**config.mk**
```make
export PLATFORM = sky130hd
export DESIGN_NAME = spi_reg_frontend
export DESIGN_NICKNAME = d
export VERILOG_FILES = /design/src/rtl/spi_pkg.sv /design/src/rtl/spi_reg_frontend_chk.sv /design/src/rtl/spi_sync_edge.sv /design/src/rtl/spi_reg_frontend.sv
export SDC_FILE = /design/constraint.sdc
export NUM_CORES = 1
export LEC_CHECK = 0
export ABC_CLOCK_PERIOD_IN_PS = 2000
export CAP_MARGIN = 20
export CORE_MARGIN = 4
export CORE_UTILIZATION = 53
export DETAILED_ROUTE_END_ITERATION = 6
export GPL_TIMING_DRIVEN = 0
export PLACE_DENSITY = 0.78
export SYNTH_ARGS = -nofsm -noshare
export SYNTH_HDL_FRONTEND = slang
export SYNTH_SLANG_ARGS = --single-unit
```
**constraint.sdc**
```tcl
create_clock -name clk -period 2 [get_ports clk]
set_input_delay 0.3 -clock clk [delete_from_list [all_inputs] [get_ports clk]]
set_output_delay 0.3 -clock clk [all_outputs]
set_load 0.02 [all_outputs]
```
**src/rtl/spi_pkg.sv**
```systemverilog
// Shared definitions for the SPI register front end: FSM states and
// command-byte field positions, with small decode helpers.
package spi_pkg;

  typedef enum logic [1:0] {
    ST_IDLE = 2'd0,
    ST_CMD  = 2'd1,
    ST_DATA = 2'd2,
    ST_DONE = 2'd3
  } spi_state_e;

  localparam int unsigned CMD_RW_BIT   = 32'd7;
  localparam int unsigned CMD_EN_BIT   = 32'd6;
  localparam int unsigned CMD_ADDR_MSB = 32'd5;

  function automatic logic cmd_is_write(input logic [7:0] cmd);
    return cmd[CMD_RW_BIT];
  endfunction

  function automatic logic cmd_enabled(input logic [7:0] cmd);
    return cmd[CMD_EN_BIT];
  endfunction

endpackage

```
**src/rtl/spi_reg_frontend_chk.sv**
```systemverilog
// Protocol checks for the SPI register front end: strobe shape and
// consistency of the synchronized edge pulses with their levels.
module spi_reg_frontend_chk (
  input logic clk,
  input logic rst,
  input logic reg_we,
  input logic reg_re,
  input logic sclk_lvl,
  input logic sclk_rise,
  input logic sclk_fall,
  input logic cs_lvl,
  input logic cs_rise,
  input logic cs_fall,
  input logic mosi_rise,
  input logic mosi_fall
);

  a_we_re_excl: assert property (@(posedge clk) disable iff (rst) !(reg_we && reg_re));
  a_we_single:  assert property (@(posedge clk) disable iff (rst) reg_we |=> !reg_we);
  a_re_single:  assert property (@(posedge clk) disable iff (rst) reg_re |=> !reg_re);

  // A detected edge must still agree with the synchronized level: a violation
  // means sclk/cs_n phases are shorter than the synchronizer can resolve.
  a_sclk_rise:  assert property (@(posedge clk) disable iff (rst) sclk_rise |-> sclk_lvl);
  a_sclk_fall:  assert property (@(posedge clk) disable iff (rst) sclk_fall |-> !sclk_lvl);
  a_cs_rise:    assert property (@(posedge clk) disable iff (rst) cs_rise |-> cs_lvl);
  a_cs_fall:    assert property (@(posedge clk) disable iff (rst) cs_fall |-> !cs_lvl);
  a_mosi_edge:  assert property (@(posedge clk) disable iff (rst) !(mosi_rise && mosi_fall));

endmodule

```
**src/rtl/spi_sync_edge.sv**
```systemverilog
// N-stage synchronizer for an asynchronous pin with registered one-cycle
// rise/fall pulses. STAGES must be at least 2.
module spi_sync_edge #(
  parameter int   STAGES  = 2,
  parameter logic RST_VAL = 1'b0
) (
  input  logic clk_i,
  input  logic rst_i,
  input  logic din_i,
  output logic sync_o,
  output logic rise_o,
  output logic fall_o
);

  logic [STAGES-1:0] sync_q;
  logic              prev_q;
  logic              rise_q;
  logic              fall_q;

  // Synchronizer chain plus edge-detect flop; edges appear STAGES+1 cycles after the pin moves.
  always_ff @(posedge clk_i) begin
    if (rst_i) begin
      sync_q <= {STAGES{RST_VAL}};
      prev_q <= RST_VAL;
      rise_q <= 1'b0;
      fall_q <= 1'b0;
    end else begin
      sync_q <= {sync_q[STAGES-2:0], din_i};
      prev_q <= sync_q[STAGES-1];
      rise_q <= sync_q[STAGES-1] & ~prev_q;
      fall_q <= ~sync_q[STAGES-1] & prev_q;
    end
  end

  assign sync_o = sync_q[STAGES-1];
  assign rise_o = rise_q;
  assign fall_o = fall_q;

endmodule

```
**src/rtl/spi_reg_frontend.sv**
```systemverilog
// SPI mode-0 slave that decodes command/data byte pairs into one-cycle
// register-file write/read strobes and returns read data on miso.
module spi_reg_frontend
  import spi_pkg::*;
#(
  parameter int SYNC_STAGES = 2,
  parameter int ADDR_W      = 6
) (
  input  logic              clk,
  input  logic              rst,
  input  logic              sclk,
  input  logic              cs_n,
  input  logic              mosi,
  output logic              miso,
  output logic [ADDR_W-1:0] reg_addr,
  output logic [7:0]        reg_wdata,
  output logic              reg_we,
  output logic              reg_re,
  input  logic [7:0]        reg_rdata
);

  logic sclk_lvl_s, sclk_rise_s, sclk_fall_s;
  logic cs_lvl_s, cs_rise_s, cs_fall_s;
  logic mosi_s, mosi_rise_s, mosi_fall_s;

  spi_sync_edge #(.STAGES(SYNC_STAGES), .RST_VAL(1'b0)) u_sync_sclk (
    .clk_i (clk),
    .rst_i (rst),
    .din_i (sclk),
    .sync_o(sclk_lvl_s),
    .rise_o(sclk_rise_s),
    .fall_o(sclk_fall_s)
  );

  spi_sync_edge #(.STAGES(SYNC_STAGES), .RST_VAL(1'b1)) u_sync_cs (
    .clk_i (clk),
    .rst_i (rst),
    .din_i (cs_n),
    .sync_o(cs_lvl_s),
    .rise_o(cs_rise_s),
    .fall_o(cs_fall_s)
  );

  spi_sync_edge #(.STAGES(SYNC_STAGES), .RST_VAL(1'b0)) u_sync_mosi (
    .clk_i (clk),
    .rst_i (rst),
    .din_i (mosi),
    .sync_o(mosi_s),
    .rise_o(mosi_rise_s),
    .fall_o(mosi_fall_s)
  );

  spi_state_e        state_q, state_d;
  logic [2:0]        bit_cnt_q, bit_cnt_d;
  logic [7:0]        rx_q, rx_d;
  logic [7:0]        tx_q, tx_d;
  logic              miso_q, miso_d;
  logic              cmd_wr_q, cmd_wr_d;
  logic [ADDR_W-1:0] addr_q, addr_d;
  logic [7:0]        wdata_q, wdata_d;
  logic              we_q, we_d;
  logic              re_q, re_d;
  logic              ld_q, ld_d;
  logic [7:0]        rx_bit_s;

  // Next-state decode: cs_n edges override everything, otherwise the FSM consumes sclk edges.
  always_comb begin
    state_d   = state_q;
    bit_cnt_d = bit_cnt_q;
    rx_d      = rx_q;
    tx_d      = tx_q;
    miso_d    = miso_q;
    cmd_wr_d  = cmd_wr_q;
    addr_d    = addr_q;
    wdata_d   = wdata_q;
    we_d      = 1'b0;
    re_d      = 1'b0;
    ld_d      = re_q;
    rx_bit_s  = {rx_q[6:0], mosi_s};

    if (cs_rise_s) begin
      state_d   = ST_IDLE;
      bit_cnt_d = 3'd0;
      rx_d      = 8'h00;
      tx_d      = 8'h00;
      miso_d    = 1'b0;
    end else if (cs_fall_s) begin
      state_d   = ST_CMD;
      bit_cnt_d = 3'd0;
      rx_d      = 8'h00;
      tx_d      = 8'h00;
      miso_d    = 1'b0;
    end else begin
      // Read data arrives the cycle after reg_re and is parked for the data byte.
      if (ld_q) begin
        tx_d = reg_rdata;
      end else begin
        tx_d = tx_q;
      end

      case (state_q)
        ST_IDLE: begin
          bit_cnt_d = 3'd0;
          rx_d      = 8'h00;
          tx_d      = 8'h00;
          miso_d    = 1'b0;
        end

        ST_CMD: begin
          miso_d = 1'b0;
          if (sclk_rise_s) begin
            if (bit_cnt_q == 3'd7) begin
              state_d   = ST_DATA;
              bit_cnt_d = 3'd0;
              rx_d      = 8'h00;
              cmd_wr_d  = cmd_is_write(rx_bit_s) & cmd_enabled(rx_bit_s);
              if (cmd_enabled(rx_bit_s)) begin
                addr_d = ADDR_W'(rx_bit_s[CMD_ADDR_MSB:0]);
                re_d   = ~cmd_is_write(rx_bit_s);
              end else begin
                addr_d = addr_q;
                re_d   = 1'b0;
              end
            end else begin
              rx_d      = rx_bit_s;
              bit_cnt_d = bit_cnt_q + 3'd1;
            end
          end else begin
            rx_d = rx_q;
          end
        end

        ST_DATA: begin
          if (sclk_fall_s) begin
            miso_d = tx_q[7];
            tx_d   = {tx_q[6:0], 1'b0};
          end else begin
            miso_d = miso_q;
          end
          if (sclk_rise_s) begin
            if (bit_cnt_q == 3'd7) begin
              state_d   = ST_DONE;
              bit_cnt_d = 3'd0;
              rx_d      = 8'h00;
              tx_d      = 8'h00;
              miso_d    = 1'b0;
              if (cmd_wr_q) begin
                wdata_d = rx_bit_s;
                we_d    = 1'b1;
              end else begin
                wdata_d = wdata_q;
                we_d    = 1'b0;
              end
            end else begin
              rx_d      = rx_bit_s;
              bit_cnt_d = bit_cnt_q + 3'd1;
            end
          end else begin
            rx_d = rx_q;
          end
        end

        ST_DONE: begin
          bit_cnt_d = 3'd0;
          tx_d      = 8'h00;
          miso_d    = 1'b0;
        end

        default: begin
          state_d = ST_IDLE;
        end
      endcase
    end
  end

  // State and output registers.
  always_ff @(posedge clk) begin
    if (rst) begin
      state_q   <= ST_IDLE;
      bit_cnt_q <= 3'd0;
      rx_q      <= 8'h00;
      tx_q      <= 8'h00;
      miso_q    <= 1'b0;
      cmd_wr_q  <= 1'b0;
      addr_q    <= '0;
      wdata_q   <= 8'h00;
      we_q      <= 1'b0;
      re_q      <= 1'b0;
      ld_q      <= 1'b0;
    end else begin
      state_q   <= state_d;
      bit_cnt_q <= bit_cnt_d;
      rx_q      <= rx_d;
      tx_q      <= tx_d;
      miso_q    <= miso_d;
      cmd_wr_q  <= cmd_wr_d;
      addr_q    <= addr_d;
      wdata_q   <= wdata_d;
      we_q      <= we_d;
      re_q      <= re_d;
      ld_q      <= ld_d;
    end
  end

  assign miso      = miso_q;
  assign reg_addr  = addr_q;
  assign reg_wdata = wdata_q;
  assign reg_we    = we_q;
  assign reg_re    = re_q;

  spi_reg_frontend_chk u_chk (
    .clk      (clk),
    .rst      (rst),
    .reg_we   (we_q),
    .reg_re   (re_q),
    .sclk_lvl (sclk_lvl_s),
    .sclk_rise(sclk_rise_s),
    .sclk_fall(sclk_fall_s),
    .cs_lvl   (cs_lvl_s),
    .cs_rise  (cs_rise_s),
    .cs_fall  (cs_fall_s),
    .mosi_rise(mosi_rise_s),
    .mosi_fall(mosi_fall_s)
  );

endmodule
```
After elaboration in Yosys (flattened, before gate mapping)
Index checks and enable logic that the tools add are counted.

Bits in registers: 51. Input port bits: 13. Output and inout port bits: 17. Word-level logic and storage cells: 91.

$add $sub $neg: 1. Equality and inequality tests: 13. Multiplexer cells: 22. Bitwise operators: 17. Reduce and logical (&&, ||, !) cells: 17.

Operator list (count): $mux 8 (4); $pmux 8 s2 (1); $reduce_and 5->1 (3); $mux 7 (2); $pmux 7 s2 (1); $not 1->1 (12); $reduce_and 6->1 (2); $mux 2 (4); $reduce_or 7->1 (1); $mux 3 (2); $ne 2x1->1 const B (3); $ne 3x1->1 const B (2); $ne 3x2->1 const B (2); $pmux 3 s2 (1); $reduce_or 2->1 (3); $reduce_or 3->1 (2); $reduce_or 6->1 (1); $and 1x1->1 (5); $mux 1 (5); $eq 2x2->1 const B (2); $ne 2x2->1 const B (2); $pmux 2 s2 (1); $reduce_bool 2->1 (2); $add 3x1->3 const B (1); other kinds (6) (6).

Logic depth before layout (Yosys ltp)
Word-level depth: 5. Depth in mapped cells: 5. Gate-level depth less buffers: 5.

Cells and area by module
Synthesis repeated with hierarchy kept, for this count alone.

Cell total of the unflattened synthesis: 206. Area total of the unflattened synthesis: 2189.6 sq um.

By module, submodules not included: spi_reg_frontend (instances 1, cells each 176, area an instance 1788.0 sq um, sequential area each 780.7 sq um); spi_sync_edge (instances 3, cells each 10, area an instance 133.9 sq um, sequential area each 100.1 sq um).

Worst setup path before layout
Ideal clock, no wire load.

Kind: register -> register. Start: register bit_cnt_q[0]. End: register wdata_q[7] (netlist: reg_wdata[7]). Library setup time: 0.121 ns. Data arrival time: 1.401 ns. Data required time: 1.879 ns. Setup slack: 0.478 ns. Stages on the path, launching flop included: 6. Path buffers: 0. Period minus slack after synthesis: 1.522 ns. Cells stage by stage: dfxtp_1 > ha_1 > ha_1 > and3_1 > nand3_2 > mux2_2.

Word-level cells in the longest chain between the ends: 2.

RTL lines: start, declared (line spi_reg_frontend.sv:54) `logic [2:0] bit_cnt_q, bit_cnt_d;`; start signal, assigned (line spi_reg_frontend.sv:192) `bit_cnt_q <= bit_cnt_d;`; $eq 3x3->1 (line spi_reg_frontend.sv:141) `if (bit_cnt_q == 3'd7) begin`; $reduce_and 6->1 (no source line); end signal, assigned (line spi_reg_frontend.sv:198) `wdata_q <= wdata_d;`; end, declared (line spi_reg_frontend.sv:60) `logic [7:0] wdata_q, wdata_d;`.

Every way passes these cells. A chain may end at the register's enable or synchronous reset.

Worst setup path in the final report
Start: register state_q[0]. End: register rx_q[0].

Word-level cells in the longest chain between the ends: 4. Elaborated cells on any way between the ends: 8. Classes of those cells: eq/ne (3); mux (1); reduce/logical (4).

RTL lines: start, declared (line spi_reg_frontend.sv:53) `spi_state_e state_q, state_d;`; start signal, assigned (line spi_reg_frontend.sv:191) `state_q <= state_d;`; $eq 2x2->1 or $eq 2x1->1 (tied branches) (line spi_reg_frontend.sv:101) `case (state_q)`; $reduce_or 2->1 (no source line); $ne 2x1->1 (no source line) or $reduce_bool 2->1 (tied branches); $reduce_and 2->1 (no source line); end signal, assigned (line spi_reg_frontend.sv:193) `rx_q <= rx_d;`; end, declared (line spi_reg_frontend.sv:55) `logic [7:0] rx_q, rx_d;`.

Parallel ways exist; a longest one is shown, timed or not.

==> impl_metrics.yaml <==
run_status:
  outcome: "finished clean"
setup_path:
  cp.depth: 5
  worstSetupEndpointType: "flop"
  worstPathMaxFanout: 7
  cp_top_family: "multiplexers"
  path_cells: "inv_1, ha_1, mux2i_1, a22oi_1, nor2_1"
  reg2reg_from: "state_q[0]"
  cp.buffers_inverters: 1
  r2r_end: "rx_q[0]"
  cpMaxStageDelayCell: "mux2i_1"
  worst-setup-path-type: "flop to flop"
  cp.arrival_ps: 2070
  timing.critical_path.from_type: "flop"
  regToRegSetupSlack_ps: 170
  critical_path.startpoint: "state_q[0]"
  r2r_cells: 5
  cp.required_ps: 2240
  endpoint: "rx_q[0]"
  cpPeakStageDelay_ps: 580
power_and_ir_drop:
  vdd_ir_drop_max_mv: 0.710
  power.density_mw_per_mm2: 765
  power_w: 0.00189
  p_leak_nw: 0.893
place:
  dpl.cell_count: 269
  port_buffers: 29
  place.gp.congestion: 0.795
  hpwl_mm: 2.97
cts:
  clock_path_buffers: 2
  insertion_delay_ps: 300
  cts_root_buffer: "clkbuf_8"
  post-cts-setup-buffers: 0
  hold_buffers: 0
  path_clk_slew_ps: 90
  cts_made_buffers: 5
  cts_resized: 0
  numClockSinks: 51
  htree_levels: 2
  cts_tree: "built"
floorplanning:
  start_util: 0.548
  core_area_sq_mm: 0.00366
  die-area_sq_mm: 0.00483
  die_width_um: 69.5
  rows: 22
  io_pins: 30
  die_h_um: 69.5
sta:
  hold_viol: 0
  rsz0062_at_grt: "false"
  setup_viol: 0
  layout_min_cycle_time_ps: 1830
  relSlewSlack: 0.582
  post-route-period-util: 0.917
  max_freq_mhz: 545
  worstMarginPinSlew_ps: 609
  maxSlewViolCount: 0
  whs_ps: 415
  fin_setup_tns_ps: 0
  clock_skew_ps: 9.23
global_routing:
  grt_max_degree: 18
  antenna_found_initial: 0
  grt_pass1_wl_mm: 6.87
  grt_usage: 0.177
  overflow: 0
  grt_pass1_vias: 1504
yosys:
  syn_area_per_cell_sq_um: 10.4
  synth_common_cells: "dfxtp_1, nand2_1, mux2i_1"
  synth.most_common_cell: "dfxtp_1"
  syn_area_sq_mm: 0.00200
  synth_area_leaders: "dfxtp_1, mux2i_1, nand2_1, ha_1, o32ai_1"
  syn_inst: 192
  synth_warnings: 0
  synthArstFlopShare: 0
  ys.flop_type: "dfxtp_1"
  synth-seq-cells: 51
  syn_nets: 212
  yosysSeqAreaShare: 0.509
  synth_top_cell_by_area: "dfxtp_1"
  synth-edff-count: 0
  synth_cell_types: 37
  synth_top_area_frac: 0.509
routing:
  drt_iter0_markers: 98
  vias: 1529
  routed_wl_mm: 4.08
  routedWlPerCell_um: 14.7
  vias_per_cell: 5.52
  ant_nets: 0
  drt_pass1_iterations: 4
  drc: 0
final_layout:
  num_antenna_cells: 0
  final_nets: 248
  syn_to_final_growth_pct: 23.2
  stdcell_count: 277
  layout-drive-gt1-share: 0.105
flow_run:
  cap_viol_max_count: 0
worst_hold_path:
  hold_depth: 1
  hp-class: "flop to flop"
power breakdown:
| group | internal, W | total [W] | leakage, nW | switching (W) |
|---|---|---|---|---|
| Combinational | 0.0000547 | 0.000137 | 0.426 | 0.0000827 |
| Clock | 0.000377 | 0.000717 | 0.0548 | 0.000341 |
| Sequential | 0.00103 | 0.00104 | 0.413 | 0.00000878 |
routing by layer:
metal | global-route usage | part of all wire | up-vias
met5 | 0 | 0 | -
met4 | 0.0672 | 0.014 | 0
met3 | 0.0449 | 0.040 | 6
met2 | 0.301 | 0.51 | 38
met1 | 0.214 | 0.44 | 736
li1 | - | - | 749
cells in the final DEF, fill, tap and decap left out, drive strengths merged, types with 7 or more instances in the layout:
| master | instances |
|---|---|
| dfxtp | 51 |
| mux2i | 24 |
| nand2 | 29 |
| clkdlybuf4s50 | 29 |
| o32ai | 7 |
| ha | 7 |
| nor2b | 9 |
| a22oi | 7 |
| inv | 8 |
| clkbuf | 8 |
| nor2 | 13 |
worst min-delay path by stage:
stage / slack (ps) / start / to
after floorplan: 380 / rst / u_sync_sclk.prev_q
after global placement: 390 / u_sync_cs.sync_q[0] / u_sync_cs.sync_q[1]
after detailed placement: 400 / u_sync_cs.sync_q[0] / u_sync_cs.sync_q[1]
after CTS: 420 / u_sync_sclk.prev_q / u_sync_sclk.rise_o
after global routing: 430 / u_sync_cs.sync_q[0] / u_sync_cs.sync_q[1]
final: 420 / u_sync_sclk.prev_q / u_sync_sclk.rise_o
stage by stage:
step | area [sq um] | setup slack [ps] | utilization
2_1_floorplan | 2000 | 478 | -
3_3_place_gp | 2350 | 188 | 0.643
3_5_place_dp | 2350 | 142 | 0.643
4_1_cts | 2470 | 182 | 0.675
5_1_grt | 2470 | 32.5 | 0.675
6_report | 2470 | 166 | 0.675
cell type report:
class	instances	area (sq um)
plain buffers	6	26.3
fillers	275	1190
well taps	48	60.1
multi-input cells	128	931
inverters	7	26.3
clock buffers	5	68.8
flip-flops and latches	51	1020
repair buffers	29	290
clock inverters	3	46.3
sequential cells by signal (all words and copies together) (netlist names), 2 cells and up:
register	cells
tx_q	8
u_sync_sclk.sync_q	2
u_sync_mosi.sync_q	2
state_q	2
rx_q	7
reg_wdata	8
u_sync_cs.sync_q	2
bit_cnt_q	3
reg_addr	6
cells by family (layout without fill, tap and decap cells):
group | Yosys count | after routing | synth area share
AOI/OAI and AO/OA | 25 | 25 | 0.102
adders and majority gates | 7 | 7 | 0.0437
buffers and inverters | 13 | 50 | 0.0262
DFF | 51 | 51 | 0.509
muxes | 25 | 25 | 0.125
and+or+nand+nor | 71 | 71 | 0.194
Power figures use the tool's default switching activity.
